### config.mk
export PLATFORM = sky130hd
export DESIGN_NAME = qspi_flash_read_sequencer_flat
export DESIGN_NICKNAME = d
export VERILOG_FILES = /design/src/rtl/qspi_flash_read_sequencer_if.sv /design/src/rtl/qspi_flash_read_sequencer.sv /design/src/flat_wrapper.sv
export SDC_FILE = /design/constraint.sdc
export NUM_CORES = 1
export LEC_CHECK = 0
export ABC_CLOCK_PERIOD_IN_PS = 2700
export CORE_ASPECT_RATIO = 0.75
export CORE_MARGIN = 2
export CORE_UTILIZATION = 52
export CTS_CLUSTER_SIZE = 16
export DETAILED_ROUTE_END_ITERATION = 7
export HOLD_SLACK_MARGIN = 0.15
export PLACE_DENSITY = 0.85
export SLEW_MARGIN = 20
export SYNTH_ARGS = -nofsm -noshare
export SYNTH_HDL_FRONTEND = slang
export SYNTH_SLANG_ARGS = --single-unit
### constraint.sdc
create_clock -name clk -period 2.7 [get_ports clk]
set_input_delay 0.54 -clock clk [delete_from_list [all_inputs] [get_ports clk]]
set_output_delay 0.54 -clock clk [all_outputs]
set_load 0.05 [all_outputs]
### src/rtl/qspi_flash_read_sequencer_if.sv
// Request, read-stream and transceiver signals of the QSPI flash read sequencer.
// The master modport is the sequencer's view. The slave modport is the view of
// the requester, the consumer and the transceiver.
interface qspi_flash_read_sequencer_if;
   // request channel
   logic        req_valid;
   logic        req_ready;
   logic [31:0] req_addr;
   logic [15:0] req_len;
   // read-data stream
   logic        rd_valid;
   logic        rd_ready;
   logic [7:0]  rd_data;
   logic        rd_last;
   // status
   logic        busy;
   logic        done;
   // flash chip select and byte transceiver
   logic        cs_n;
   logic        xcvr_shift_en;
   logic [7:0]  xcvr_tx_data;
   logic        xcvr_shift_done;
   logic [7:0]  xcvr_rx_data;

   modport master (
      input  req_valid, req_addr, req_len, rd_ready, xcvr_shift_done, xcvr_rx_data,
      output req_ready, rd_valid, rd_data, rd_last, busy, done, cs_n,
             xcvr_shift_en, xcvr_tx_data
   );

   modport slave (
      output req_valid, req_addr, req_len, rd_ready, xcvr_shift_done, xcvr_rx_data,
      input  req_ready, rd_valid, rd_data, rd_last, busy, done, cs_n,
             xcvr_shift_en, xcvr_tx_data
   );
endinterface

### src/rtl/qspi_flash_read_sequencer.sv
// QSPI flash read sequencer.
// Runs one flash read per accepted request: chip select, command byte, address
// bytes, dummy bytes, then req_len data bytes.
// The byte transceiver has no chip select, so this block owns cs_n.
// Each byte is one shift_en pulse followed by a wait for shift_done.
// Received data bytes go through a one-byte holding register to a valid/ready
// stream. A stalled consumer holds off the next data shift.
module qspi_flash_read_sequencer #(
   parameter logic [7:0] READ_CMD           = 8'h03,
   parameter int         ADDR_BYTES         = 3,  // 3 or 4
   parameter int         DUMMY_BYTES        = 0,  // 0..15
   parameter int         CS_SETUP_CYCLES    = 2,  // >= 1
   parameter int         CS_HOLD_CYCLES     = 2,  // >= 1
   parameter int         CS_DESELECT_CYCLES = 4   // >= 1
) (
   input logic                          clk,
   input logic                          rst_n,
   qspi_flash_read_sequencer_if.master  bus
);

   typedef enum logic [2:0] {
      S_IDLE, S_SETUP, S_CMD, S_ADDR, S_DUMMY, S_DATA, S_HOLD, S_DESEL
   } state_t;

   localparam logic [15:0] SETUP_LAST  = 16'(CS_SETUP_CYCLES - 1);
   localparam logic [15:0] HOLD_LAST   = 16'(CS_HOLD_CYCLES - 1);
   localparam logic [15:0] DESEL_LAST  = 16'(CS_DESELECT_CYCLES - 1);
   localparam logic [3:0]  ADDR_LAST   = 4'(ADDR_BYTES - 1);
   localparam logic [3:0]  DUMMY_LAST  = 4'((DUMMY_BYTES == 0) ? 0 : DUMMY_BYTES - 1);
   localparam int          ADDR_MSB    = 8 * ADDR_BYTES - 1;

   state_t      state;
   logic [15:0] cycle_cnt;     // SETUP / HOLD / DESEL timing
   logic [15:0] remaining;     // data bytes still to receive
   logic [3:0]  byte_cnt;      // index within ADDR / DUMMY
   logic [31:0] addr_q;        // address, shifted left as bytes go out
   logic        wait_done;     // a byte shift is in flight
   logic        cs_n_q;
   logic        shift_en_q;
   logic [7:0]  tx_q;
   logic        rd_valid_q;
   logic [7:0]  rd_data_q;
   logic        rd_last_q;
   logic        done_q;

   logic        rd_pop;        // holding register emptied this cycle
   logic        hold_free;     // holding register empty, or emptied this cycle

   assign rd_pop    = rd_valid_q && bus.rd_ready;
   assign hold_free = !rd_valid_q || bus.rd_ready;

   // After the last header byte: go to DATA, or go straight to HOLD for a zero-length read.
   function automatic state_t after_header(input logic [15:0] len_left);
      return (len_left == 16'd0) ? S_HOLD : S_DATA;
   endfunction

   // Transaction FSM. All outputs are registered here.
   // NOTE: sequential state uses non-blocking assignments only, so every branch sees pre-edge values.
   always_ff @(posedge clk or negedge rst_n) begin
      if (!rst_n) begin
         state      <= S_IDLE;
         cycle_cnt  <= '0;
         remaining  <= '0;
         byte_cnt   <= '0;
         addr_q     <= '0;
         wait_done  <= 1'b0;
         cs_n_q     <= 1'b1;
         shift_en_q <= 1'b0;
         tx_q       <= '0;
         rd_valid_q <= 1'b0;
         rd_data_q  <= '0;
         rd_last_q  <= 1'b0;
         done_q     <= 1'b0;
      end else begin
         shift_en_q <= 1'b0;
         done_q     <= 1'b0;

         // The consumer empties the holding register. A load below takes precedence.
         if (rd_pop) begin
            rd_valid_q <= 1'b0;
            rd_last_q  <= 1'b0;
            rd_data_q  <= '0;
         end

         case (state)
            S_IDLE: begin
               if (bus.req_valid) begin
                  addr_q    <= bus.req_addr;
                  remaining <= bus.req_len;
                  cs_n_q    <= 1'b0;
                  cycle_cnt <= '0;
                  state     <= S_SETUP;
               end
            end

            S_SETUP: begin
               if (cycle_cnt == SETUP_LAST) begin
                  cycle_cnt <= '0;
                  state     <= S_CMD;
               end else begin
                  cycle_cnt <= cycle_cnt + 16'd1;
               end
            end

            S_CMD: begin
               if (!wait_done) begin
                  shift_en_q <= 1'b1;
                  tx_q       <= READ_CMD;
                  wait_done  <= 1'b1;
               end else if (bus.xcvr_shift_done) begin
                  wait_done <= 1'b0;
                  byte_cnt  <= '0;
                  state     <= S_ADDR;
               end
            end

            S_ADDR: begin
               if (!wait_done) begin
                  shift_en_q <= 1'b1;
                  tx_q       <= addr_q[ADDR_MSB -: 8];
                  addr_q     <= addr_q << 8;
                  wait_done  <= 1'b1;
               end else if (bus.xcvr_shift_done) begin
                  wait_done <= 1'b0;
                  if (byte_cnt == ADDR_LAST) begin
                     byte_cnt  <= '0;
                     cycle_cnt <= '0;
                     state     <= (DUMMY_BYTES != 0) ? S_DUMMY : after_header(remaining);
                  end else begin
                     byte_cnt <= byte_cnt + 4'd1;
                  end
               end
            end

            S_DUMMY: begin
               if (!wait_done) begin
                  shift_en_q <= 1'b1;
                  tx_q       <= 8'h00;
                  wait_done  <= 1'b1;
               end else if (bus.xcvr_shift_done) begin
                  // The byte received during a dummy shift is discarded.
                  wait_done <= 1'b0;
                  if (byte_cnt == DUMMY_LAST) begin
                     byte_cnt  <= '0;
                     cycle_cnt <= '0;
                     state     <= after_header(remaining);
                  end else begin
                     byte_cnt <= byte_cnt + 4'd1;
                  end
               end
            end

            S_DATA: begin
               if (!wait_done) begin
                  // Start a shift only when its byte will have somewhere to land.
                  if (hold_free) begin
                     shift_en_q <= 1'b1;
                     tx_q       <= 8'h00;
                     wait_done  <= 1'b1;
                  end
               end else if (bus.xcvr_shift_done) begin
                  wait_done  <= 1'b0;
                  rd_data_q  <= bus.xcvr_rx_data;
                  rd_valid_q <= 1'b1;
                  rd_last_q  <= (remaining == 16'd1);
                  if (remaining != 16'd0) begin
                     remaining <= remaining - 16'd1;
                  end
                  if (remaining <= 16'd1) begin
                     cycle_cnt <= '0;
                     state     <= S_HOLD;
                  end
               end
            end

            S_HOLD: begin
               if (cycle_cnt != HOLD_LAST) begin
                  cycle_cnt <= cycle_cnt + 16'd1;
               end else if (hold_free) begin
                  cs_n_q    <= 1'b1;
                  done_q    <= 1'b1;
                  cycle_cnt <= '0;
                  state     <= S_DESEL;
               end
            end

            S_DESEL: begin
               if (cycle_cnt == DESEL_LAST) begin
                  cycle_cnt <= '0;
                  state     <= S_IDLE;
               end else begin
                  cycle_cnt <= cycle_cnt + 16'd1;
               end
            end

            default: state <= S_IDLE;
         endcase
      end
   end

   assign bus.req_ready     = (state == S_IDLE);
   assign bus.busy          = (state != S_IDLE);
   assign bus.done          = done_q;
   assign bus.cs_n          = cs_n_q;
   assign bus.xcvr_shift_en = shift_en_q;
   assign bus.xcvr_tx_data  = tx_q;
   assign bus.rd_valid      = rd_valid_q;
   assign bus.rd_data       = rd_data_q;
   assign bus.rd_last       = rd_last_q;

endmodule

### src/flat_wrapper.sv
// flat-port wrapper written by rule: the top's interface ports become plain ports
module qspi_flash_read_sequencer_flat 
#(
   parameter logic [7:0] READ_CMD           = 8'h03,
   parameter int         ADDR_BYTES         = 3,           
   parameter int         DUMMY_BYTES        = 0,          
   parameter int         CS_SETUP_CYCLES    = 2,         
   parameter int         CS_HOLD_CYCLES     = 2,         
   parameter int         CS_DESELECT_CYCLES = 4          
)
  (clk, rst_n, bus_req_valid, bus_req_addr, bus_req_len, bus_rd_ready, bus_xcvr_shift_done, bus_xcvr_rx_data, bus_req_ready, bus_rd_valid, bus_rd_data, bus_rd_last, bus_busy, bus_done, bus_cs_n, bus_xcvr_shift_en, bus_xcvr_tx_data);
  qspi_flash_read_sequencer_if bus_i ();
  input logic clk;
  input logic rst_n;
  input wire logic [$bits(bus_i.req_valid)-1:0] bus_req_valid;
  input wire logic [$bits(bus_i.req_addr)-1:0] bus_req_addr;
  input wire logic [$bits(bus_i.req_len)-1:0] bus_req_len;
  input wire logic [$bits(bus_i.rd_ready)-1:0] bus_rd_ready;
  input wire logic [$bits(bus_i.xcvr_shift_done)-1:0] bus_xcvr_shift_done;
  input wire logic [$bits(bus_i.xcvr_rx_data)-1:0] bus_xcvr_rx_data;
  output wire logic [$bits(bus_i.req_ready)-1:0] bus_req_ready;
  output wire logic [$bits(bus_i.rd_valid)-1:0] bus_rd_valid;
  output wire logic [$bits(bus_i.rd_data)-1:0] bus_rd_data;
  output wire logic [$bits(bus_i.rd_last)-1:0] bus_rd_last;
  output wire logic [$bits(bus_i.busy)-1:0] bus_busy;
  output wire logic [$bits(bus_i.done)-1:0] bus_done;
  output wire logic [$bits(bus_i.cs_n)-1:0] bus_cs_n;
  output wire logic [$bits(bus_i.xcvr_shift_en)-1:0] bus_xcvr_shift_en;
  output wire logic [$bits(bus_i.xcvr_tx_data)-1:0] bus_xcvr_tx_data;
  assign bus_i.req_valid = bus_req_valid;
  assign bus_i.req_addr = bus_req_addr;
  assign bus_i.req_len = bus_req_len;
  assign bus_i.rd_ready = bus_rd_ready;
  assign bus_i.xcvr_shift_done = bus_xcvr_shift_done;
  assign bus_i.xcvr_rx_data = bus_xcvr_rx_data;
  assign bus_req_ready = bus_i.req_ready;
  assign bus_rd_valid = bus_i.rd_valid;
  assign bus_rd_data = bus_i.rd_data;
  assign bus_rd_last = bus_i.rd_last;
  assign bus_busy = bus_i.busy;
  assign bus_done = bus_i.done;
  assign bus_cs_n = bus_i.cs_n;
  assign bus_xcvr_shift_en = bus_i.xcvr_shift_en;
  assign bus_xcvr_tx_data = bus_i.xcvr_tx_data;
  qspi_flash_read_sequencer #(.READ_CMD(READ_CMD), .ADDR_BYTES(ADDR_BYTES), .DUMMY_BYTES(DUMMY_BYTES), .CS_SETUP_CYCLES(CS_SETUP_CYCLES), .CS_HOLD_CYCLES(CS_HOLD_CYCLES), .CS_DESELECT_CYCLES(CS_DESELECT_CYCLES)) u_core (.clk(clk), .rst_n(rst_n), .bus(bus_i));
endmodule
### Word-level counts from Yosys, hierarchy flattened

Cells that the tools add are included.

* register bits after elaboration: 85
* input bits: 61
* output and inout bits: 23
* logic and storage cells: 157

* $add $sub $neg: 3
* magnitude comparators: 1
* eq/ne operators: 35
* muxes and demuxes: 82
* reduce and logical (&&, ||, !) cells: 23

Operators with widths (count)
* 2-to-1 mux 16 bit: 18
* one-hot mux 16 bit (7 select lines): 1
* 2-to-1 mux 8 bit: 9
* 2-to-1 mux 24 bit: 2
* 2-to-1 mux 3 bit: 16
* one-hot mux 24 bit (2 select lines): 1
* == test 16 x 1 -> 1 bit, second input constant: 2
* 2-to-1 mux 4 bit: 8
* one-hot mux 16 bit (2 select lines): 1
* one-hot mux 8 bit (4 select lines): 1
* != test 2 x 1 -> 1 bit, second input constant: 12
* one-hot mux 3 bit (8 select lines): 1
* != test 2 bit, second input constant: 10
* 2-to-1 mux 1 bit: 19
* adder 16 x 1 -> 16 bit, second input constant: 1
* == test 16 x 2 -> 1 bit, second input constant: 1
* <= comparator 16 x 1 -> 1 bit, second input constant: 1
* logical NOT 16 bit: 1
* != test 16 x 1 -> 1 bit, second input constant: 1
* AND reduction 16 bit: 1
* nonzero test 16 bit: 1
* subtractor 16 x 1 -> 16 bit, second input constant: 1
* == test 3 bit, second input constant: 4
* one-hot mux 4 bit (3 select lines): 1
* 23 further kinds: 30

### Depth between registers and ports, before layout

* depth in word-level cells: 6
* mapped depth: 9
* mapped depth without buffers: 8

### Worst setup path before layout

Ideal clock, no wire load.

* path kind: register to register
* start: register u_core.state[1]
* end: register u_core.remaining[13]
* library setup time: 0.124 ns
* data arrival time: 2.682 ns
* required time: 2.576 ns
* slack: -0.106 ns
* cell stages (with the launch flop): 7
* buffers on the path: 1
* period minus slack after synthesis: 2.806 ns
* cell sequence: dfrtp_1 > nor3_1 > and2_1 > clkbuf_1 > a21o_1 > o21ai_0 > o2bb2ai_1

* longest elaborated chain between the ends: 3
* elaborated cells on any way between the ends: 9
* classes of those cells: 5 x eq/ne; 1 x mux; 3 x reduce/logical

Ends and longest elaborated chain
* start, declared: line qspi_flash_read_sequencer.sv:32 `state_t state;`
* start signal, assigned: line qspi_flash_read_sequencer.sv:128 `state <= (DUMMY_BYTES != 0) ? S_DUMMY : after_header(remaining);`
* start signal, assigned: line qspi_flash_read_sequencer.sv:146 `state <= after_header(remaining);`
* logical NOT 3 bit (*)
* via bus_req_ready: line flat_wrapper.sv:21 `output wire logic [$bits(bus_i.req_ready)-1:0] bus_req_ready;`
* != test 2 bit (no source line) or nonzero test 2 bit (tied branches)
* AND reduction 5 bit (no source line)
* end signal, assigned: line qspi_flash_read_sequencer.sv:89 `remaining <= bus.req_len;`
* end signal, assigned: line qspi_flash_read_sequencer.sv:167 `remaining <= remaining - 16'd1;`
* end, declared: line qspi_flash_read_sequencer.sv:34 `logic [15:0] remaining;`

The timed path passes the listed nets; every way through them passes the cells marked *.
A chain may end at the register's enable or synchronous reset.

### Final worst setup path

* start: register u_core.state[2]
* end: output port bus_req_ready

* longest elaborated chain between the ends: 1

Ends and longest elaborated chain
* logical NOT 3 bit: line qspi_flash_read_sequencer.sv:201 `assign bus.req_ready = (state == S_IDLE);`
* end, declared: line flat_wrapper.sv:21

No other way between the ends.

==> results.txt <==
- Counting flops with an async set or reset pin after synthesis yields a share of 1.00.
- I/O Pins: 84
- After synthesis, the most frequently instantiated cells are sky130_fd_sc_hd__dfrtp_1 (84), sky130_fd_sc_hd__o21ai_0 (74), sky130_fd_sc_hd__nand2_1 (68), sky130_fd_sc_hd__a21oi_1 (32), sky130_fd_sc_hd__nor2_1 (29).
- Yosys printed 0 warnings.
- Endpoints failing hold: 0
* Worst setup slack after placement: 0.163 ns
- TritonCTS built the clock tree.
- Aggregate routed wire length: 10800 um
* Cell with the largest stage delay on the worst path: sky130_fd_sc_hd__clkdlybuf4s50_1
- Once layout is complete, the cells apart from fillers number 679.
- Max-slew headroom: 0.307
- Clock Skews: 0.00692 ns
- First-pass DRT Iterations: 6
- Leak: 2.38 nW
- Seq cells post-synth: 85
- The initial antenna violation count came to 0.
* Synth cell types: 58
* Final antenna-violating net count: 0
- Synthesis handed over a netlist of 491 instances.
* Sum of overflow across all layers after global routing: 0
- In this run the horizontal extent of the chip is 111 um.
- Proportion of synthesized chip area in sequential cells: 0.480
- Net count, final: 635
* Total number of vias: 3987
- Setup repair after global routing left no endpoint under its margin.
- Shortest clock period the worst path allows after layout: 2.60 ns
* Chip height: 84.0 um
* Internal power component: 3.65 mW
- Clock tree synthesis selected as its root buffer the cell sky130_fd_sc_hd__clkbuf_16.
- Wire length on met2: 5230 um
* Number of global-route vias before repair: 3857
* Maximum number of pins on one net before global-route repair: 44
* Switching fraction of total power: 0.441
- Post-route DRC violation count: 0
- Clk sinks: 85
- Final slew viol count: 0
- Once placement finished, the instance area stood at 5310 um2.
- Number of H-tree levels: 3
- Kind of path behind the tightest hold check: primary input to async pin
- Utilization after layout: 0.671
* Max clock buf depth: 2
- Detailed routing placed a total of 675 um of wire on met3.
- Sequential power share: 0.347
- Starting density of the core: 0.529
* Crit path arrival time: 2.06 ns
- Critical-path cell list: nor3_2 -> clkdlybuf4s50_1
- Share of the synthesized area in the top cell type: 0.474
* Clock Pin Slew Worst Setup and Hold Paths: 0.07 ns
* Critical path class: flop to primary output
* Overall power: 6.54 mW
- Largest driver fanout on the critical path: 14
- Global-route wire length before repair: 18500 um
* Syn_nets: 560
* Diode insertion count for antenna repair: 0
- Clock Power Share: 0.194
- Counting flops with a built-in enable in the synthesized netlist gives 0.
- Cell area after synthesis: 4440 um2
- The worst setup path is launched from a flop.
* Total routing resource utilization after global routing: 0.243
- The number of clock buffers added by TritonCTS is 9.
* Fraction of layout cells with a size suffix above 1: 0.0736
* Final Hold Slack: 0.208 ns
- Result of the run: complete, no violations
* Final worst path period share: 0.961
- Once routing completed, OpenROAD measured the worst setup slack at 0.104 ns.
- Drt wl/cell: 16.0 um
- Setup violations remaining at the end of the flow were counted as 0.
- Routability-driven placement finished with a final weighted congestion of 0.962.
* Detailed router's first-iteration violation count: 261
- The area growth from synthesis to layout is 26.8%.
- Number of cell rows: 29
- Area of the core region: 8380 um2
- Detailed placement ended at an HPWL of 7430 um.
* Leading cell types by total area after synthesis: sky130_fd_sc_hd__dfrtp_1 (47%), sky130_fd_sc_hd__o21ai_0 (8.3%), sky130_fd_sc_hd__nand2_1 (5.8%), sky130_fd_sc_hd__a21oi_1 (3.6%), sky130_fd_sc_hd__mux2i_1 (3.6%)
- Data on the critical path is required at its endpoint by 2.16 ns.
- Highest cell delay on the worst timing path: 0.85 ns
- Worst voltage drop across the vdd grid: 0.000497 V
* Leading area contributor after synthesis: sky130_fd_sc_hd__dfrtp_1
- The tool flagged a number of max-cap violations equal to 0.
- Count of input and output buffers: 75
- Total Negative Setup Slacks: 0 ns
* Met1 wire length: 4820 um
- Worst Tran Pin Value: 1.03 ns
- Logic pwr share: 0.459
- Highest routing layer actually used: met4
- A synthesized cell averages 9.04 um2.
- STA classifies the critical path endpoint as a primary output.
- Yosys instantiated no cell more often than sky130_fd_sc_hd__dfrtp_1.
- After detailed routing, the number of vias per cell comes to 5.87.
- Switch Pwr: 2.88 mW
- In the synthesized netlist the dominant register cell turns out to be sky130_fd_sc_hd__dfrtp_1.
- Timing would allow up to 385 MHz.
- Hold_buf cts: 0
- Die Outline Area: 9290 um2
- For this design the ratio of total power to cell area is 1160 nW/um2.
- Counting tap cells, the placed design contains a total of 663 instances.
- For the worst-skew pair, the clock arrives at the later sink with an insertion delay of 0.34 ns.
- Final design instance area without fill: 5630 um2
==> worst paths after layout <==
check,from,cells after the start,end,slack (ns)
setup / recovery,u_core.state[2],2,bus_req_ready,0.10
hold / removal,rst_n,1,u_core.bus.rd_data[7],0.21
setup reg to reg,u_core.cycle_cnt[10],5,u_core.cycle_cnt[0],0.25
hold reg to reg,u_core.addr_q[23],2,u_core.addr_q[23],0.49
max in group asynchronous,rst_n,2,u_core.addr_q[5],1.87
min in group clk,u_core.addr_q[23],2,u_core.addr_q[23],0.49
==> placed cells by master (no fill, tap or decap), drive strengths merged, types with 3 or more instances in the layout <==
cell / instances
or3: 8
o211ai: 5
clkbuf: 9
a22o: 8
clkdlybuf4s50: 74
a21o: 5
nand2b: 3
ha: 8
nor3: 14
a22oi: 5
dfrtp: 84
nand2: 68
nor2: 29
nand4: 4
nand3: 19
o2bb2ai: 4
mux2i: 16
nor2b: 4
a21oi: 34
o31ai: 3
inv: 28
o21ai: 77
nor4: 9
clkinv: 3
xnor2: 3
buf: 11
==> cells by family (layout without fill, tap and decap cells) <==
| kind of cell | after synthesis | in the layout | synth area share |
|---|---|---|---|
| muxes | 18 | 18 | 0.0412 |
| adders and majority gates | 8 | 8 | 0.0226 |
| xor gates and xnor gates | 5 | 5 | 0.00987 |
| AOI/OAI and AO/OA | 155 | 155 | 0.207 |
| DFF | 85 | 85 | 0.480 |
| buffers and inverters | 46 | 126 | 0.0448 |
| and+or+nand+nor | 174 | 174 | 0.195 |
==> routing by layer <==
layer / track usage / vias to the layer above
met5: 0 / -
met4: 0.0705 / 0
met3: 0.0545 / 12
met2: 0.397 / 171
met1: 0.327 / 1901
li1: - / 1903
==> state kept, by name, indices dropped and copies added, names as in the netlist, 3 cells and up <==
register and flops:
u_core.addr_q 24, u_core.remaining 16, u_core.bus.rd_data 8, u_core.state 3, u_core.cycle_cnt 16, u_core.bus.xcvr_tx_data 8, u_core.byte_cnt 4
==> timing repair <==
| action | CTS | global route |
|---|---|---|
| setup endpoints to repair | 0 | 9 |
| buffers inserted | 0 | 0 |
| gates resized for setup | 0 | 1 |
==> worst max-delay path: cells and delay by family, from the launching register on <==
kind,cells,cell delay [ns]
simple gates,1,0.33
buf+inv,1,0.85
flops,1,0.54
==> power groups by stage <==
stage          Combinational (mW)  Clock, mW  Sequential, mW
5_1_grt                      3.30       1.34            2.33
6_report                     3.00       1.27            2.27
3_3_place_gp                 2.85          0            2.23
2_1_floorplan                1.91          0            2.48
4_1_cts                      2.98       1.28            2.26
3_5_place_dp                 2.95          0            2.27
==> final cells by class <==
type | instances | area (um2)
inverters | 25 | 93.8
repair buffers | 85 | 836
fillers | 651 | 2760
multi-input cells | 360 | 2130
well taps | 108 | 135
clock inverters | 7 | 81.3
flip-flops and latches | 85 | 2130
clock buffers | 9 | 225
Note: power is estimated with default switching activity, not from simulation.
